==> config.mk <==
export PLATFORM = sky130hd
export DESIGN_NAME = sine_sum_meas
export DESIGN_NICKNAME = d
export VERILOG_FILES = /design/src/rtl/sine_sum_meas.sv
export SDC_FILE = /design/constraint.sdc
export NUM_CORES = 1
export LEC_CHECK = 0
export ABC_AREA = 1
export BUFFER_PORTS_ARGS = -buffer_cell sky130_fd_sc_hd__buf_2
export CELL_PAD_IN_SITES_DETAIL_PLACEMENT = 1
export CELL_PAD_IN_SITES_GLOBAL_PLACEMENT = 1
export CORE_MARGIN = 5
export CORE_UTILIZATION = 39
export DETAILED_ROUTE_END_ITERATION = 10
export PLACE_DENSITY_LB_ADDON = 0.1
export SYNTH_ARGS = -nofsm -noshare
export SYNTH_HDL_FRONTEND = slang
export SYNTH_SLANG_ARGS = --single-unit
==> constraint.sdc <==
create_clock -name clk -period 1.65 [get_ports clk]
set_input_delay 0.165 -clock clk [delete_from_list [all_inputs] [get_ports clk]]
set_output_delay 0.165 -clock clk [all_outputs]
set_load 0.02 [all_outputs]
==> src/rtl/sine_sum_meas.sv <==
// Period/amplitude meter for a 13-bit sample stream, using hysteresis-qualified rising crossings.
// Optional macro SINE_SUM_MEAS_AVG_EN publishes 4-period averages instead of raw periods.
module sine_sum_meas #(
  parameter int MID  = 4095,
  parameter int HYST = 64
) (
  input  logic        clk,
  input  logic        rst,
  input  logic        sample_en,
  input  logic [12:0] sind_sum,
  output logic        meas_valid,
  output logic [15:0] period,
  output logic [12:0] amp_max,
  output logic [12:0] amp_min,
  output logic        ovf
);

  localparam logic [12:0] LO_TH = 13'(MID - HYST);
  localparam logic [12:0] HI_TH = 13'(MID + HYST);

  typedef enum logic [1:0] {S_INIT, S_LOW, S_HIGH} state_t;

  state_t      state;
  logic        armed;
  logic [15:0] cnt;
  logic [12:0] max_val;
  logic [12:0] min_val;

  logic        is_low;
  logic        is_high;
  logic        rising;
  logic        cnt_sat;
  logic [15:0] cnt_inc;

  assign is_low  = (sind_sum <= LO_TH);
  assign is_high = (sind_sum >= HI_TH);
  assign rising  = (state == S_LOW) && is_high;
  assign cnt_sat = (cnt == 16'hFFFF);
  assign cnt_inc = cnt_sat ? cnt : cnt + 16'd1;

`ifdef SINE_SUM_MEAS_AVG_EN
  logic [1:0]  phase;
  logic [17:0] acc;
  logic [12:0] acc_max;
  logic [12:0] acc_min;
  logic        acc_ovf;
  logic [17:0] sum_next;
  logic [12:0] blk_max;
  logic [12:0] blk_min;
  logic        blk_ovf;

  // Phase 0 starts a fresh block, so the accumulated extremes are ignored there.
  assign sum_next = acc + {2'b00, cnt};
  assign blk_max  = (phase != 2'd0 && acc_max > max_val) ? acc_max : max_val;
  assign blk_min  = (phase != 2'd0 && acc_min < min_val) ? acc_min : min_val;
  assign blk_ovf  = (phase != 2'd0 && acc_ovf) || cnt_sat;
`endif

  always_ff @(posedge clk or negedge rst) begin
    if (!rst) begin
      state      <= S_INIT;
      armed      <= 1'b0;
      cnt        <= 16'd0;
      max_val    <= 13'd0;
      min_val    <= 13'd0;
      meas_valid <= 1'b0;
      period     <= 16'd0;
      amp_max    <= 13'd0;
      amp_min    <= 13'd0;
      ovf        <= 1'b0;
`ifdef SINE_SUM_MEAS_AVG_EN
      phase      <= 2'd0;
      acc        <= 18'd0;
      acc_max    <= 13'd0;
      acc_min    <= 13'd0;
      acc_ovf    <= 1'b0;
`endif
    end else begin
      meas_valid <= 1'b0;
      if (sample_en) begin
        if (rising) begin
          state   <= S_HIGH;
          armed   <= 1'b1;
          cnt     <= 16'd1;
          max_val <= sind_sum;
          min_val <= sind_sum;
          if (armed) begin
`ifdef SINE_SUM_MEAS_AVG_EN
            phase   <= phase + 2'd1;
            acc_max <= blk_max;
            acc_min <= blk_min;
            acc_ovf <= blk_ovf;
            if (phase == 2'd3) begin
              acc        <= 18'd0;
              period     <= sum_next[17:2];
              amp_max    <= blk_max;
              amp_min    <= blk_min;
              ovf        <= blk_ovf;
              meas_valid <= 1'b1;
            end else begin
              acc <= sum_next;
            end
`else
            period     <= cnt;
            amp_max    <= max_val;
            amp_min    <= min_val;
            ovf        <= cnt_sat;
            meas_valid <= 1'b1;
`endif
          end
        end else begin
          cnt <= cnt_inc;
          if (sind_sum > max_val) max_val <= sind_sum;
          if (sind_sum < min_val) min_val <= sind_sum;
          case (state)
            S_INIT:  if (is_low) state <= S_LOW;
            S_HIGH:  if (is_low) state <= S_LOW;
            default: state <= state;
          endcase
        end
      end
    end
  end

endmodule
After elaboration in Yosys (flattened, before gate mapping) --
Cells that the tools add are included.
Operators by class: divide/modulo/power cells 0, bitwise gates (word level) 0, shifts and indexed selects 0, reductions and logical operators 13, muxes and demuxes 12, equal/unequal tests 4, multipliers 0, magnitude comparators 4, add/sub/neg operators 1
Operators by type and width (count):
- $mux 13 | 4
- $mux 16 | 2
- $add 16x1->16 const B | 1
- $eq 16x16->1 const B | 1
- $ge 13x13->1 const B | 1
- $gt 13x13->1 | 1
- $le 13x12->1 const B | 1
- $lt 13x13->1 | 1
- $reduce_and 2->1 | 4
- $reduce_bool 2->1 | 4
- $mux 2 | 3
- $reduce_and 3->1 | 2
- $mux 1 | 3
- $eq 2x1->1 const B | 1
- $eq 2x2->1 const B | 1
- $logic_not 2->1 | 1
- $ne 2x2->1 const B | 1
- $reduce_or 2->1 | 1
- $logic_and 1x1->1 | 1
Word-level totals: output and inout port bits 44, memories kept 0, bits in registers 89, input port bits 16, bits in read-only memories 0, latch bits 0, memory bits (writable) 0, word-level logic and storage cells 44

Depth between registers and ports, before layout --
depth in word-level cells 4, gate-level depth with buffers 13, depth with buffers taken out 12

Worst setup path before layout --
No wires, ideal clock.
path type reg2reg, start point reg max_val[12], end point reg max_val[2], cell stages (with the launch flop) 13, period minus slack after synthesis 1.631 ns, arrival 1.515 ns, setup time 0.116 ns, slack 0.019 ns, required time 1.534 ns, path buffers 1, cells stage by stage dfrtp_1 inv_1 ha_1 nand2_1 nor2_1 nand2_1 nor2_1 a21oi_1 nand2_1 nand2_2 buf_4 nand2_1 nand2_1
On the way: word-level cells in the longest chain between the ends 3
Ends and longest elaborated chain:
- start, declared | line 26 | logic [12:0] max_val;
- start signal, assigned | line 85 | max_val <= sind_sum;
- start signal, assigned | line 113 | if (sind_sum > max_val) max_val <= sind_sum;
- $gt 13x13->1 | line 113
- $reduce_bool 2->1 (no source line)
- $reduce_and 2->1 (no source line)
Every way passes these cells. A chain may end at the register's enable or synchronous reset.

Worst setup path in the final report --
start point reg max_val[8], end point reg max_val[10]
The elaborated chain is that of the path after synthesis.

==> impl_metrics.ini <==
[run_status]
status = finished, violations left
violations = setup timing

[timing]
fin_crit_sh_pct = 104
worstMarginPinSlew_ns = 0.512
slew_viol_final = 0
rsz0062_at_grt = true
post-route-min-period_ns = 1.72
skew_ns = 0.00548
fmax_ghz = 0.581
setup_viol = 20
setup_slack_ns = -0.0722
hold_viol = 0
max-slew-margin-rel_pct = 65.8

[setup_path]
worstSetupPathType = reg2reg
crit_required_ns = 1.93
cp_max_fo = 8
startpoint_type = flip-flop
worstReg2RegEnd = max_val[10]$_DFFE_PN0P_
regToRegSetupSlack_ns = -0.07
reg2reg_from = max_val[8]$_DFFE_PN0P_
r2r_cells = 11
crit_path_end_kind = flip-flop
crit_start = max_val[8]$_DFFE_PN0P_
crit_end = max_val[10]$_DFFE_PN0P_
arrival_ns = 2.00

[power]
cellPowerDensity_mw_per_mm2 = 1650
seqPwrFrac_pct = 32.8
swShare_pct = 41.3
p_leak_nw = 3.36
peakVddDrop_uv = 739
p_sw_mw = 4.38
clkPwrFrac_pct = 18.4
combPwrFrac_pct = 48.8
p_total_mw = 10.6
p_int_mw = 6.23

[global_routing]
antenna_found_initial = 0
track_usage_pct = 19.5
grt_pass1_wl_microns = 22700
grt_max_degree = 90
grt_pass1_vias = 4540
gr-total-overflow = 0

[synthesis]
synth_compound_area_share_pct = 7.58
synth_top_family_by_area = simple AND/OR/NAND/NOR gates
synth.avg_cell_area_sq_um = 7.93
yosys.area_share.simple_pct = 30.1
synth_sequential_area_ratio_pct = 46.7
synthMuxAreaShare_pct = 0
synth_nets = 644
netlist_area_sq_mm = 0.00477
synth_warnings = 0
ys_ff_latch = 89
synth_adder_area_share_pct = 6.82
synth_xor_area_share_pct = 1.47
yosysUniqueCellTypes = 29
postSynthCellCount = 602

[route]
wirelength_microns = 14700
num_vias = 4378
postRouteAntennaNets = 0
vias_per_cell = 5.04
wirelength_met1_microns = 6980
drt-wirelength-per-cell_microns = 16.9
topRoutingLayerUsed = met4
drtIter0Drc = 175
route.detailed.drc = 0
first_pass_iters = 4
met2WireLength_microns = 6930
met3_length_microns = 528

[clock_tree]
clkTransAtPathRegs_ns = 0.06
h-tree-depth = 3
cts_sinks = 89
clockBufferDepth = 2
clkLatencyLatePin_ns = 0.35
root_buffer = clkbuf_16
cts_tree = done
cts_buffers = 9

[place]
io_buffers = 59
place_hpwl_microns = 9600
gp_congestion = 0.845
pre_cts_ws_ns = -0.136

[floorplan]
dieHeight_microns = 121
io_pins = 60
dieArea_sq_mm = 0.0146
die_x_microns = 121
start_util_pct = 39.7
rows = 40
core_area_sq_mm = 0.0120

[worst_hold_path]
hp-class = in2reg
hold_path_depth = 3

[cells_and_area]
syn_to_final_growth_pct = 34.7
regArea_sq_mm = 0.00223
antennaDiodeCount = 0
final_cell_mix = nand2_1 (200), dfrtp_1 (89), buf_2 (58)
multi_input_area_sq_mm = 0.00266
mostFrequentLayoutCell = nand2_1
nNetsFinal = 758
drive_gt1_share_pct = 34.1
fillers = 1453

[run]
drv_cap = 0
-- registers in the layout (all words and copies together), names as in the netlist --
name and count:
armed 1, state 2, amp_min 13, min_val 13, ovf 1, max_val 13, period 16, amp_max 13
cnt 16, meas_valid 1
-- critical path, cell delays in order, from the launching register on --
cell and delay (ns):
dfrtp_1 0.36, inv_1 0.09, ha_4 0.27, nand2_1 0.05, inv_1 0.06, nand3_1 0.09
nor2_1 0.18, a21oi_2 0.10, nand2_4 0.15, buf_12 0.16, nand3_4 0.07, nand2_2 0.07
-- synth_stat cells --
library cell / instances / area, sq um
inv_2: 7 / 26.3
nor2_1: 30 / 113
xnor2_1: 2 / 17.5
o21ai_2: 6 / 52.6
nand3_4: 1 / 17.5
buf_4: 3 / 22.5
buf_2: 13 / 65.1
o2111ai_1: 1 / 8.76
nand3b_1: 2 / 15.0
nand2_4: 1 / 11.3
nand3_1: 47 / 235
nor2_2: 1 / 6.26
nand2_2: 16 / 100
inv_1: 52 / 195
nor3_1: 3 / 15.0
buf_1: 4 / 15.0
nand2_1: 218 / 818
o21ai_0: 6 / 30.0
buf_8: 1 / 15.0
nor2_4: 3 / 33.8
o21ai_1: 46 / 230
xor2_1: 6 / 52.6
nor3_2: 2 / 20.0
ha_1: 26 / 325
nor3_4: 1 / 16.3
nand4_1: 6 / 37.5
buf_6: 1 / 11.3
dfrtp_1: 89 / 2230
a21oi_1: 8 / 40.0
-- worst min path at each step --
stage	startpoint	to	slack [ns]
3_5_place_dp	rst	amp_max[5]$_DFFE_PN0P_	0.26
2_1_floorplan	rst	amp_max[0]$_DFFE_PN0P_	-0.13
5_1_grt	sind_sum[5]	min_val[5]$_DFFE_PN0P_	0.13
6_report	sind_sum[0]	max_val[0]$_DFFE_PN0P_	0.11
4_1_cts	sind_sum[0]	min_val[0]$_DFFE_PN0P_	0.09
3_3_place_gp	rst	amp_max[5]$_DFFE_PN0P_	0.26
-- cell type report --
type | instances | area share [%]
inverter | 59 | 3.45
sequential | 89 | 34.7
multi-input combinational | 434 | 41.4
clock inverter | 3 | 0.234
clock buffer | 13 | 4.05
tap | 147 | 2.86
timing repair buffer | 123 | 13.3
-- power groups by stage --
| stage | Combinational, mW | Clock [mW] | Sequential [mW] |
|---|---|---|---|
| after global routing | 5.72 | 2.09 | 3.58 |
| final | 5.18 | 1.95 | 3.48 |
| after global placement | 3.79 | 0 | 3.46 |
| after floorplan | 1.94 | 0 | 3.93 |
| after detailed placement | 3.94 | 0 | 3.50 |
| after CTS | 4.17 | 2.00 | 3.46 |
-- metrics by stage --
step	std cells	TNS [ns]	cell area, sq um	hold slack [ns]	util (%)
CTS	854	0	5910	0.0880	49.2
global route	868	-4.06	6430	0.132	53.5
global placement	832	-0.582	5500	0.259	45.8
floorplan	602	0	4770	-0.131	-
finish	868	-0.736	6430	0.111	53.5
detailed placement	832	-2.20	5500	0.258	45.8
-- repair_timing --
action / CTS / global route
buffers inserted: 4 / 12
endpoints found under the hold margin: 89 / 0
endpoints found under the setup margin: 37 / 65
cloned: 1 / 2
gates resized for setup: 18 / 82
pin swaps: 6 / 38
hold buffers: 1 / 0
-- layer usage --
layer	GRT usage, %	up-vias
met1	27.4	2125
met3	2.71	21
met2	30.9	85
li1	-	2147
met4	6.94	0
met5	0	-
-- kinds of logic (layout without fill, tap and decap cells) --
family | Yosys count | after routing
buffers and inverters | 81 | 198
AND/OR/NAND/NOR | 331 | 333
adder cells (fa/ha/maj) | 26 | 26
XOR/XNOR | 8 | 8
AO/OA/AOI/OAI | 67 | 67
flip-flops | 89 | 89
Note: power is estimated with default switching activity, not from simulation.
